==> src/rtl/game_io_pkg.sv <==
// Shared definitions for the game's board I/O: button index map, channel count
// and the per-channel debounce FSM encoding.
package game_io_pkg;

    localparam int unsigned N_BTN     = 4;
    localparam int unsigned BTN_LEFT  = 0;
    localparam int unsigned BTN_RIGHT = 1;
    localparam int unsigned BTN_JUMP  = 2;
    localparam int unsigned BTN_START = 3;

    // Left/right are the only channels that auto-repeat by default.
    localparam logic [N_BTN-1:0] REPEAT_MASK_DFLT =
        N_BTN'((1 << BTN_LEFT) | (1 << BTN_RIGHT));

    typedef enum logic [1:0] {
        StIdle  = 2'd0,
        StArmHi = 2'd1,
        StHeld  = 2'd2,
        StArmLo = 2'd3
    } btn_state_e;

    // Bits needed to hold 0..n-1, never less than one.
    function automatic int unsigned cnt_width(input int unsigned n);
        return (n > 1) ? $clog2(n) : 1;
    endfunction

endpackage

==> src/rtl/btn_debounce_ch.sv <==
// One button channel: 2-flop synchroniser, tick-based debounce FSM and an
// optional auto-repeat generator while the button is held.
module btn_debounce_ch
    import game_io_pkg::*;
#(
    parameter int unsigned DEB_TICKS    = 20,
    parameter int unsigned REPEAT_DELAY = 400,
    parameter int unsigned REPEAT_RATE  = 100,
    parameter bit          REPEAT_EN    = 1'b0
) (
    input  logic i_clk,
    input  logic i_rst_n,
    input  logic i_btn_raw,
    input  logic i_tick,
    input  logic i_enable,
    output logic o_level,
    output logic o_press,
    output logic o_release,
    output logic o_repeat
);

    localparam int unsigned     DebW      = cnt_width(DEB_TICKS);
    localparam int unsigned     RepW      = cnt_width(REPEAT_DELAY);
    localparam logic [DebW-1:0] DebLast   = DebW'(DEB_TICKS - 1);
    localparam logic [RepW-1:0] RepLast   = RepW'(REPEAT_DELAY - 1);
    localparam logic [RepW-1:0] RepReload = RepW'(REPEAT_DELAY - REPEAT_RATE);

    logic            r_sync1, r_sync2;
    btn_state_e      r_state, w_state_d;
    logic [DebW-1:0] r_deb_cnt, w_deb_cnt_d;
    logic [RepW-1:0] r_rep_cnt, w_rep_cnt_d;
    logic            r_level, r_press, r_release, r_repeat;
    logic            w_level_d, w_press_d, w_release_d, w_repeat_d;

    always_ff @(posedge i_clk or negedge i_rst_n) begin
        if (!i_rst_n) begin
            r_sync1 <= 1'b0;
            r_sync2 <= 1'b0;
        end else begin
            r_sync1 <= i_btn_raw;
            r_sync2 <= r_sync1;
        end
    end

    always_comb begin
        w_state_d   = r_state;
        w_deb_cnt_d = r_deb_cnt;
        w_rep_cnt_d = r_rep_cnt;
        w_level_d   = r_level;
        w_press_d   = 1'b0;
        w_release_d = 1'b0;
        w_repeat_d  = 1'b0;
        unique case (r_state)
            StIdle: begin
                w_deb_cnt_d = '0;
                w_rep_cnt_d = '0;
                if (r_sync2) w_state_d = StArmHi;
            end
            StArmHi: begin
                if (!r_sync2) begin
                    w_state_d   = StIdle;
                    w_deb_cnt_d = '0;
                end else if (i_tick) begin
                    if (r_deb_cnt == DebLast) begin
                        w_state_d   = StHeld;
                        w_deb_cnt_d = '0;
                        w_rep_cnt_d = '0;
                        w_level_d   = 1'b1;
                        w_press_d   = i_enable;
                    end else begin
                        w_deb_cnt_d = r_deb_cnt + 1'b1;
                    end
                end
            end
            StHeld: begin
                w_deb_cnt_d = '0;
                if (!r_sync2) begin
                    w_state_d = StArmLo;
                end else if (REPEAT_EN && i_tick) begin
                    // After the first repeat, reload so the next one lands REPEAT_RATE ticks on.
                    if (r_rep_cnt == RepLast) begin
                        w_rep_cnt_d = RepReload;
                        w_repeat_d  = i_enable;
                    end else begin
                        w_rep_cnt_d = r_rep_cnt + 1'b1;
                    end
                end
            end
            StArmLo: begin
                if (r_sync2) begin
                    w_state_d   = StHeld;
                    w_deb_cnt_d = '0;
                end else if (i_tick) begin
                    if (r_deb_cnt == DebLast) begin
                        w_state_d   = StIdle;
                        w_deb_cnt_d = '0;
                        w_rep_cnt_d = '0;
                        w_level_d   = 1'b0;
                        w_release_d = i_enable;
                    end else begin
                        w_deb_cnt_d = r_deb_cnt + 1'b1;
                    end
                end
            end
            default: w_state_d = StIdle;
        endcase
    end

    always_ff @(posedge i_clk or negedge i_rst_n) begin
        if (!i_rst_n) begin
            r_state   <= StIdle;
            r_deb_cnt <= '0;
            r_rep_cnt <= '0;
            r_level   <= 1'b0;
            r_press   <= 1'b0;
            r_release <= 1'b0;
            r_repeat  <= 1'b0;
        end else begin
            r_state   <= w_state_d;
            r_deb_cnt <= w_deb_cnt_d;
            r_rep_cnt <= w_rep_cnt_d;
            r_level   <= w_level_d;
            r_press   <= w_press_d;
            r_release <= w_release_d;
            r_repeat  <= w_repeat_d;
        end
    end

    assign o_level   = r_level;
    assign o_press   = r_press;
    assign o_release = r_release;
    assign o_repeat  = r_repeat;

endmodule

==> src/rtl/btn_input_ctrl.sv <==
// Player-input front end: shared sample-tick divider feeding one debounce
// channel per button.
module btn_input_ctrl
    import game_io_pkg::*;
#(
    parameter int unsigned       TICK_DIV     = 25000,
    parameter int unsigned       DEB_TICKS    = 20,
    parameter logic [N_BTN-1:0]  REPEAT_MASK  = REPEAT_MASK_DFLT,
    parameter int unsigned       REPEAT_DELAY = 400,
    parameter int unsigned       REPEAT_RATE  = 100
) (
    input  logic             clk_25mhz,
    input  logic             rst_n,
    input  logic [N_BTN-1:0] btn_raw,
    input  logic             enable,
    output logic [N_BTN-1:0] btn_level,
    output logic [N_BTN-1:0] btn_press,
    output logic [N_BTN-1:0] btn_release,
    output logic [N_BTN-1:0] btn_repeat
);

    localparam int unsigned      TickW    = cnt_width(TICK_DIV);
    localparam logic [TickW-1:0] TickLast = TickW'(TICK_DIV - 1);

    logic [TickW-1:0] r_tick_cnt;
    logic             r_tick;

    // Tick is registered so it fires on the wrap, not in the first cycle after reset.
    always_ff @(posedge clk_25mhz or negedge rst_n) begin
        if (!rst_n) begin
            r_tick_cnt <= '0;
            r_tick     <= 1'b0;
        end else begin
            r_tick     <= (r_tick_cnt == TickLast);
            r_tick_cnt <= (r_tick_cnt == TickLast) ? '0 : r_tick_cnt + 1'b1;
        end
    end

    for (genvar g = 0; g < N_BTN; g++) begin : g_ch
        btn_debounce_ch #(
            .DEB_TICKS    (DEB_TICKS),
            .REPEAT_DELAY (REPEAT_DELAY),
            .REPEAT_RATE  (REPEAT_RATE),
            .REPEAT_EN    (REPEAT_MASK[g])
        ) u_ch (
            .i_clk     (clk_25mhz),
            .i_rst_n   (rst_n),
            .i_btn_raw (btn_raw[g]),
            .i_tick    (r_tick),
            .i_enable  (enable),
            .o_level   (btn_level[g]),
            .o_press   (btn_press[g]),
            .o_release (btn_release[g]),
            .o_repeat  (btn_repeat[g])
        );
    end

endmodule

==> config.mk <==
export PLATFORM = sky130hd
export DESIGN_NAME = btn_input_ctrl
export DESIGN_NICKNAME = d
export VERILOG_FILES = /design/src/rtl/game_io_pkg.sv /design/src/rtl/btn_debounce_ch.sv /design/src/rtl/btn_input_ctrl.sv
export SDC_FILE = /design/constraint.sdc
export NUM_CORES = 1
export LEC_CHECK = 0
export CAP_MARGIN = 20
export CORE_UTILIZATION = 40
export DETAILED_ROUTE_END_ITERATION = 12
export GPL_TIMING_DRIVEN = 1
export PLACE_DENSITY_LB_ADDON = 0.2
export SYNTH_ARGS = -nofsm -noshare
export SYNTH_HDL_FRONTEND = slang
export SYNTH_SLANG_ARGS = --single-unit
==> constraint.sdc <==
create_clock -name clk_25mhz -period 1.5 [get_ports clk_25mhz]
set_input_delay 0.375 -clock clk_25mhz [delete_from_list [all_inputs] [get_ports clk_25mhz]]
set_output_delay 0.375 -clock clk_25mhz [all_outputs]
set_load 0.05 [all_outputs]
Word level (Yosys, flattened, before mapping)
Cells that the tools add are included.
- latch bits: 0
- output and inout bits: 16
- ROM bits: 0
- memories: 0
- memory bits (writable): 0
- register bits: 84
- input bits: 7
- word-level logic and storage cells: 267
- shift-type cells: 0
- divide/modulo/power cells: 0
- reductions and logical operators: 22
- equality and inequality tests: 71
- mux-type cells: 133
- magnitude comparators: 0
- bitwise operators: 0
- multipliers: 0
- add/subtract/negate cells: 7
- operators by type and width (cell ; number):
    $mux W9 ; 14
    $mux W5 ; 16
    $pmux W9 S4 ; 2
    $mux W2 ; 32
    $pmux W5 S3 ; 4
    $mux W1 ; 56
    $ne A2 B1 Y1 const B ; 18
    $ne A2 B2 Y1 const B ; 18
    $pmux W2 S4 ; 4
    $reduce_and A7 Y1 ; 4
    $ne A3 B3 Y1 const B ; 8
    $reduce_and A6 Y1 ; 4
    $add A5 B1 Y5 const B ; 4
    $eq A5 B5 Y1 const B ; 4
    $add A9 B1 Y9 const B ; 2
    $eq A9 B9 Y1 const B ; 2
    $eq A2 B2 Y1 const B ; 8
    $add A15 B1 Y15 const B ; 1
    $eq A15 B15 Y1 const B ; 1
    $mux W15 ; 1
    $ne A3 B1 Y1 const B ; 4
    $ne A3 B2 Y1 const B ; 4
    $eq A2 B1 Y1 const B ; 4
    $logic_not A2 Y1 ; 4
    4 further kinds ; 14

Logic depth before layout (Yosys ltp)
Gate-level depths: netlist of the first run.
- word-level depth: 5
- mapped depth: 6

By module
Synthesis of the first run repeated with hierarchy kept, for this count alone.
- cell total of the unflattened synthesis: 373
- area total of the unflattened synthesis: 4127.7 µm²
- modules (own cells, without submodules) (module ; area an instance (µm²) ; instances ; cells an instance):
    btn_debounce_ch (g_ch[0].u_ch ...) ; 1099.8 ; 2 ; 100
    btn_input_ctrl ; 809.5 ; 1 ; 76
    btn_debounce_ch (g_ch[2].u_ch) ; 568.0 ; 1 ; 49
    btn_debounce_ch (g_ch[3].u_ch) ; 550.5 ; 1 ; 48

Worst setup path after synthesis of the first run
No wires, ideal clock.
- path kind: reg2reg
- start: register g_ch[1].u_ch.r_rep_cnt[0]
- end: register g_ch[1].u_ch.r_rep_cnt[6]
- stages on the path, launching flop included: 6
- arrival time: 1489 ps
- setup time: 78 ps
- period minus slack after synthesis: 1567 ps
- setup slack: -67 ps
- cell sequence: dfrtp_1 > ha_1 > nand3_1 > o31ai_2 > or4_1 > o2bb2ai_1
- word-level cells in the longest chain between the ends: 5
- RTL lines (what ; RTL line ; text):
    start: declaration ; btn_debounce_ch.sv:31 ; logic [RepW-1:0] r_rep_cnt, w_rep_cnt_d;
    start signal: assignment ; btn_debounce_ch.sv:121 ; r_rep_cnt <= w_rep_cnt_d;
    $add A9 B1 Y9 / $eq A9 B9 Y1 (equally long branches) ; btn_debounce_ch.sv:85, btn_debounce_ch.sv:81 ;
    $mux W9 (*) ; btn_debounce_ch.sv:81 ; if (r_rep_cnt == RepLast) begin
    $mux W9 (*) ; btn_debounce_ch.sv:79 ; end else if (REPEAT_EN && i_tick) begin
    $mux W9 (*) ; btn_debounce_ch.sv:77 ; if (!r_sync2) begin
    $pmux W9 S4 (*) ; btn_debounce_ch.sv:53 ; unique case (r_state)
Every way passes the cells marked *; elsewhere a longest branch is shown, timed or not. The select of a mux whose other input is x is not followed.
A chain may end at the register's enable or synchronous reset.

Worst setup path in the final report of the first run
- start: register g_ch[1].u_ch.r_rep_cnt[1]
- end: register g_ch[1].u_ch.r_rep_cnt[6]
Same word-level chain as after synthesis.

==> results of run 1 <==
==> cell families (layout without fill, tap and decap cells) <==
logic type / count (synthesis) / after routing
AO/OA/AOI/OAI: 62 / 62
XOR/XNOR: 30 / 30
adder cells (fa/ha/maj): 7 / 7
buffers and inverters: 38 / 122
flip-flops: 84 / 84
multiplexers: 11 / 11
other: 1 / 2
AND/OR/NAND/NOR: 161 / 161
==> critical path: cells and delay by family, from the launching register on <==
family                   cells  cell delay [ps]
AND/OR/NAND/NOR              2              620
flip-flops                   1              420
AO/OA/AOI/OAI                2              220
adder cells (fa/ha/maj)      1              180
==> cell type report <==
class / instances / area (um2) / share of cell area [%]
Clock inverter: 7 / 91.3 / 1.65
Multi-Input combinational cell: 273 / 2060 / 37.3
Tap cell: 133 / 166 / 3.00
Clock buffer: 9 / 124 / 2.24
Inverter: 10 / 37.5 / 0.678
Timing Repair Buffer: 96 / 948 / 17.1
Sequential cell: 84 / 2110 / 38.0
==> power by group through the flow <==
stage / logic [W] / registers (W) / clock network (W)
after global placement: 0.000174 / 0.00234 / 0
final: 0.000181 / 0.00229 / 0.00177
after CTS: 0.000179 / 0.00229 / 0.00181
after floorplan: 0.0000690 / 0.00233 / 0
after detailed placement: 0.000177 / 0.00234 / 0
after global routing: 0.000202 / 0.00229 / 0.00191
==> sequential cells by signal (all words and copies together) (netlist names), named ones only <==
register / count
r_tick: 1
g_ch.u_ch.o_press: 4
g_ch.u_ch.o_release: 4
g_ch.u_ch.r_sync1: 4
g_ch.u_ch.o_repeat: 2
g_ch.u_ch.r_sync2: 4
g_ch.u_ch.r_deb_cnt: 20
g_ch.u_ch.r_rep_cnt: 18
g_ch.u_ch.o_level: 4
r_tick_cnt: 15
g_ch.u_ch.r_state: 4
==> timing repair <==
action / in CTS / in global routing
pin swaps: 3 / 13
endpoints found under the hold margin: 18 / 0
setup endpoints to repair: 12 / 30
hold buffers: 1 / 0
gates resized for setup: 7 / 33
setup buffers: 1 / 8
cloned: 0 / 0
==> metrics by stage <==
step                      hold WS [ps]  std cells  setup TNS, ps  util [%]
after global routing               372        612           -436      55.9
final                              353        612          -1.20      55.9
after CTS                          355        604          -14.5      53.7
after detailed placement           290        586           -346      50.9
after floorplan                   79.4        395          -43.2         -
after global placement             285        586          -75.2      50.9
==> layer usage <==
metal,vias up,track usage (%),wire length [um]
met1,1537,21.7,4080
met3,17,3.08,207
met2,44,26.3,4010
met5,-,0,0
li1,1544,-,-
met4,0,8.16,196
==> path summary, 6_finish.rpt <==
path	start	endpoint	slack (ps)	cells past startpoint
setup / recovery	g_ch[1].u_ch.r_rep_cnt[1]$_DFFE_PN0P_	g_ch[1].u_ch.r_rep_cnt[6]$_DFFE_PN0P_	-0.7	5
hold / removal	g_ch[0].u_ch.r_sync1$_DFF_PN0_	g_ch[0].u_ch.r_sync2$_DFF_PN0_	350	0
setup reg to reg	g_ch[1].u_ch.r_rep_cnt[1]$_DFFE_PN0P_	g_ch[1].u_ch.r_rep_cnt[6]$_DFFE_PN0P_	-0.7	5
hold reg to reg	g_ch[0].u_ch.r_sync1$_DFF_PN0_	g_ch[0].u_ch.r_sync2$_DFF_PN0_	350	0
max in group asynchronous	rst_n	g_ch[3].u_ch.r_deb_cnt[0]$_DFF_PN0_	560	3
min in group asynchronous	rst_n	g_ch[1].u_ch.r_rep_cnt[1]$_DFFE_PN0P_	450	2
==> cell usage in the layout (no fill, tap or decap), types with 6 or more instances in the layout <==
cell type and count:
buf_4 73, nor2b_1 9, nor2_1 38, mux2i_1 6, nand2_1 21, clkbuf_8 9
dfrtp_1 80, o21ai_0 13, a21oi_1 6, xnor2_1 11, xor2_1 19, inv_1 10
nand3_1 18, buf_12 17, nand4_1 12, nor3_1 9
==> flow_summary.json, run 1 <==
{
  "maxCapViolCount": 0,
  "combPwrFrac_pct": 4.3,
  "die_w_um": 104,
  "numCtsBuffers": 9,
  "fin_skew_ps": 6.59,
  "end_kind": "flip-flop",
  "fin_crit_sh_pct": 100,
  "initial_core_util_pct": 41.9,
  "synth_adder_area_share_pct": 2.11,
  "cpPeakStageDelay_ps": 490,
  "synthFlopType": "dfrtp_1",
  "grt_pass1_wl_mm": 14.5,
  "synth_edf_count": 0,
  "num_antenna_cells": 0,
  "dp_hpwl_mm": 5.83,
  "cts_root_buf": "clkbuf_8",
  "ys_async_sr_fraction_pct": 100,
  "wl_mm": 8.50,
  "fp-row-count": 36,
  "ioPinCount": 23,
  "total_power_w": 0.00424,
  "cts.sinks": 84,
  "slowest_stage": "or4_4",
  "yosys.cell_types.count": 66,
  "post_drt_wl_per_cell_um": 13.9,
  "synth_top_family_by_area": "simple AND/OR/NAND/NOR gates",
  "yosys-top-cells-count": "84 x dfrtp_1, 39 x nor2_1, 25 x nand2_1",
  "ys_ff_latch": 84,
  "clk_latency_ps": 360,
  "hold_violations": 0,
  "yosysSeqAreaShare_pct": 50.7,
  "worst_slack_ps": -0.708,
  "core_um2": 9910,
  "max_freq_ghz": 0.666,
  "hold_class": "flip-flop to flip-flop",
  "cts_htree_levels": 3,
  "cts.path.max_buffers": 2,
  "pwr_density_cell_nw_per_um2": 766,
  "startpoint_type": "flip-flop",
  "first_global_vias": 3155,
  "dieArea_um2": 10800,
  "power_leakage_nw": 2.51,
  "design_area_um2": 5540,
  "dr.pass1.iters": 4,
  "dp_slack_ps": -79.2,
  "yosysMostFrequentCell": "dfrtp_1",
  "drive_above_1_share_pct": 33.8,
  "syn_inst": 394,
  "die_h_um": 104,
  "power_switching_w": 0.000964,
  "yosys_warnings": 0,
  "grtUsageTotal_pct": 16.6,
  "worstPathMaxFanout": 7,
  "synth_compound_area_share_pct": 11.1,
  "synth_mux_area_share_pct": 2.80,
  "finalCriticalPeriod_ps": 1500,
  "crit_type": "flip-flop to flip-flop",
  "yosys.area.top_type_share_pct": 50.7,
  "portBuffers": 20,
  "place_congestion": 0.836,
  "irDropWorstVdd_mv": 0.608,
  "grt-ovfl-total": 0,
  "internal_power_w": 0.00328,
  "cts_tree": "done",
  "drc": 0,
  "clk_pin_slew_ps": 90,
  "cp_data_required_time_ps": 1790,
  "seqPwrFrac_pct": 54.0,
  "final_max_slew_viol_count": 0,
  "rsz0062_at_grt": "true",
  "synthSimpleGateAreaFrac_pct": 21.5,
  "nets": 488,
  "vias_per_cell": 5.13,
  "yosys-top-cells-area": "dfrtp_1 51%, xor2_1 4.0%, nor2_1 3.5%",
  "finalSetupViolCount": 2,
  "drtAntennaViolNets": 0,
  "synthToLayoutAreaGrowth_pct": 33.5,
  "p_sw_share_pct": 22.7,
  "netlist_area_um2": 4150,
  "synth_top_area_cell": "dfrtp_1",
  "dpl_cell_area_um2": 5050,
  "vias": 3142,
  "outcome": "finished with violations",
  "drt-initial-drc-count": 89,
  "worstPathCellList": "ha_4 > nand3_4 > o31ai_4 > or4_4 > o2bb2ai_2",
  "cp.arrival_ps": 1790,
  "violations": "negative setup slack",
  "synth_xor_area_share_pct": 6.33,
  "antenna_found_initial": 0,
  "clkPwrFrac_pct": 41.8,
  "syn_area_per_cell_um2": 10.5,
  "n_fill_cell": 879,
  "grt_max_degree": 34
}
Power figures use the tool's default switching activity.
==> run 2: changes to the inputs <==
==> constraint.sdc (replaced) <==
create_clock -name clk_25mhz -period 1.5 [get_ports clk_25mhz]
set_input_delay 0.3 -clock clk_25mhz [delete_from_list [all_inputs] [get_ports clk_25mhz]]
set_output_delay 0.3 -clock clk_25mhz [all_outputs]
set_load 0.05 [all_outputs]
==> run 2 against run 1 <==
  * Global-route usage fell by 0.35 points
  * Clock power fell by 7%
  * Sequential cell count did not move
  * Highest routed layer unchanged
  * First-iteration DRC count rose by 66%
  * Total power fell by 3.0%
  * Wire length fell by 0.35%
  * The flow still finishes with violations (negative setup slack)
  * Core utilization rose by 0.19 points
  * Non-clock buffer count did not move
  * Via count rose by 0.51%
  * Critical path depth fell by 1
  * Clock skew rose by 3.5 ps
==> flow_summary.json, run 2 (synthesis gave the netlist of run 1 again) <==
{
  "finalCriticalPeriod_ps": 1520,
  "cp_data_required_time_ps": 1740,
  "vias": 3158,
  "topRoutingLayerUsed": "met4",
  "cts_htree_levels": 3,
  "die_h_um": 104,
  "rsz0062_at_grt": "true",
  "fin_util_pct": 56.1,
  "clk_pin_slew_ps": 80,
  "whs_ps": 351,
  "vias_per_cell": 5.16,
  "wl_met2_mm": 3.97,
  "wl_mm": 8.47,
  "worstPathMaxFanout": 5,
  "max_freq_ghz": 0.657,
  "dieArea_um2": 10800,
  "cts_tree": "done",
  "dp_slack_ps": -52.2,
  "antenna_found_initial": 0,
  "grt_max_degree": 41,
  "place_congestion": 0.899,
  "cp.arrival_ps": 1760,
  "grtUsageTotal_pct": 16.2,
  "startpoint_type": "flip-flop",
  "fin_skew_ps": 10.1,
  "pwr_density_cell_nw_per_um2": 741,
  "reg_top3": "g_ch.u_ch.r_deb_cnt (20), g_ch.u_ch.r_rep_cnt (18), r_tick_cnt (15)",
  "drt-met1-wl_mm": 4.01,
  "cts.sinks": 84,
  "dp_hpwl_mm": 5.69,
  "nets": 488,
  "largest_register_ff_count": 20,
  "violations": "negative setup slack",
  "cts_root_buf": "clkbuf_8",
  "grt-ovfl-total": 0,
  "final_max_slew_viol_count": 0,
  "core_um2": 9910,
  "end_kind": "flip-flop",
  "finalSetupViolCount": 5,
  "fin_crit_sh_pct": 101,
  "mostFrequentLayoutCells": "81 x dfrtp_1, 71 x buf_4, 36 x nor2_1",
  "fp-row-count": 36,
  "dr.pass1.iters": 4,
  "power_leakage_nw": 2.52,
  "reg2reg_slack_ps": -20,
  "worst_slack_ps": -22.4,
  "drtAntennaViolNets": 0,
  "die_w_um": 104,
  "clk_latency_ps": 350,
  "post_drt_wl_per_cell_um": 13.8,
  "hold_violations": 0,
  "initial_core_util_pct": 41.9,
  "maxCapViolCount": 0,
  "wl_met3_um": 320,
  "first_global_vias": 3084,
  "crit_start": "g_ch[1].u_ch.r_rep_cnt[6]$_DFFE_PN0P_",
  "grt_pass1_wl_mm": 14.2,
  "final_common_cell": "dfrtp_1",
  "num_antenna_cells": 0,
  "irDropWorstVdd_mv": 0.370,
  "hold_class": "flip-flop to flip-flop",
  "drive_above_1_share_pct": 35.3,
  "numCtsBuffers": 9,
  "ioPinCount": 23,
  "top_register": "g_ch.u_ch.r_deb_cnt",
  "portBuffers": 20,
  "outcome": "finished with violations",
  "drt-initial-drc-count": 148,
  "min_from": "g_ch[2].u_ch.r_sync1$_DFF_PN0_",
  "synthToLayoutAreaGrowth_pct": 34.0,
  "crit_type": "flip-flop to flip-flop",
  "reg2reg_from": "g_ch[1].u_ch.r_rep_cnt[6]$_DFFE_PN0P_",
  "drc": 0,
  "cts.path.max_buffers": 2
}
-- run 2: changes by cell type in the layout (fill, tap and decap cells not counted), moves of 2 or more --
cell       change
buf_4          -2
clkbuf_8       +2
nor2_1         -2
nand4bb_2      +2
nand4bb_4      -2
buf_6          +3
-- run 2: what timing repair did --
action / 4_1_cts / 5_1_grt
hold buffers: 1 / 0
endpoints found under the hold margin: 24 / 0
resized for setup: 13 / 40
setup buffers: 3 / 6
endpoints found under the setup margin: 11 / 26
pin swaps: 1 / 22
gates cloned: 0 / 0
-- run 2: path summary, 6_finish.rpt --
path	cells past startpoint	end
setup / recovery	4	g_ch[1].u_ch.r_rep_cnt[0]$_DFFE_PN0P_
hold / removal	0	g_ch[2].u_ch.r_sync2$_DFF_PN0_
hold reg to reg	0	g_ch[2].u_ch.r_sync2$_DFF_PN0_
setup reg to reg	4	g_ch[1].u_ch.r_rep_cnt[0]$_DFFE_PN0P_
max in group asynchronous	3	async pin
min in group asynchronous	2	g_ch[1].u_ch.r_rep_cnt[0]$_DFFE_PN0P_
-- run 2: metal layers --
metal | vias up | track usage, %
met5 | - | 0
met3 | 17 | 3.15
met1 | 1525 | 22.3
met4 | 0 | 7.14
li1 | 1548 | -
met2 | 68 | 24.9
-- run 2: where the power goes --
| group | switching, W | internal [W] | total [W] |
|---|---|---|---|
| logic | 0.000110 | 0.0000653 | 0.000175 |
| clock network | 0.000801 | 0.000850 | 0.00165 |
| registers | 0.0000122 | 0.00228 | 0.00229 |
-- run 2: critical path, cell delays in order, from the launching register on --
cell       delay (ps)
dfrtp_1           400
nand4bb_2         320
o31ai_4           350
nor2_1             70
mux2_4            270
-- run 2: layout make-up --
cell class / instances / area (um2)
Fill cell: 850 / 4350
Sequential cell: 84 / 2110
Multi-Input combinational cell: 273 / 2100
Timing Repair Buffer: 96 / 947
Tap cell: 133 / 166
Clock buffer: 11 / 151
Clock inverter: 5 / 50.0
Inverter: 10 / 37.5
-- run 2: stage by stage --
step	setup TNS (ps)	std cells	cell area, um2	power, W
6_report	-64.5	612	5560	0.00412
5_1_grt	-893	612	5560	0.00429
4_1_cts	-25.3	606	5340	0.00418
3_5_place_dp	-160	586	5030	0.00251
3_3_place_gp	-36.2	586	5030	0.00250
2_1_floorplan	-43.2	395	4200	0.00240
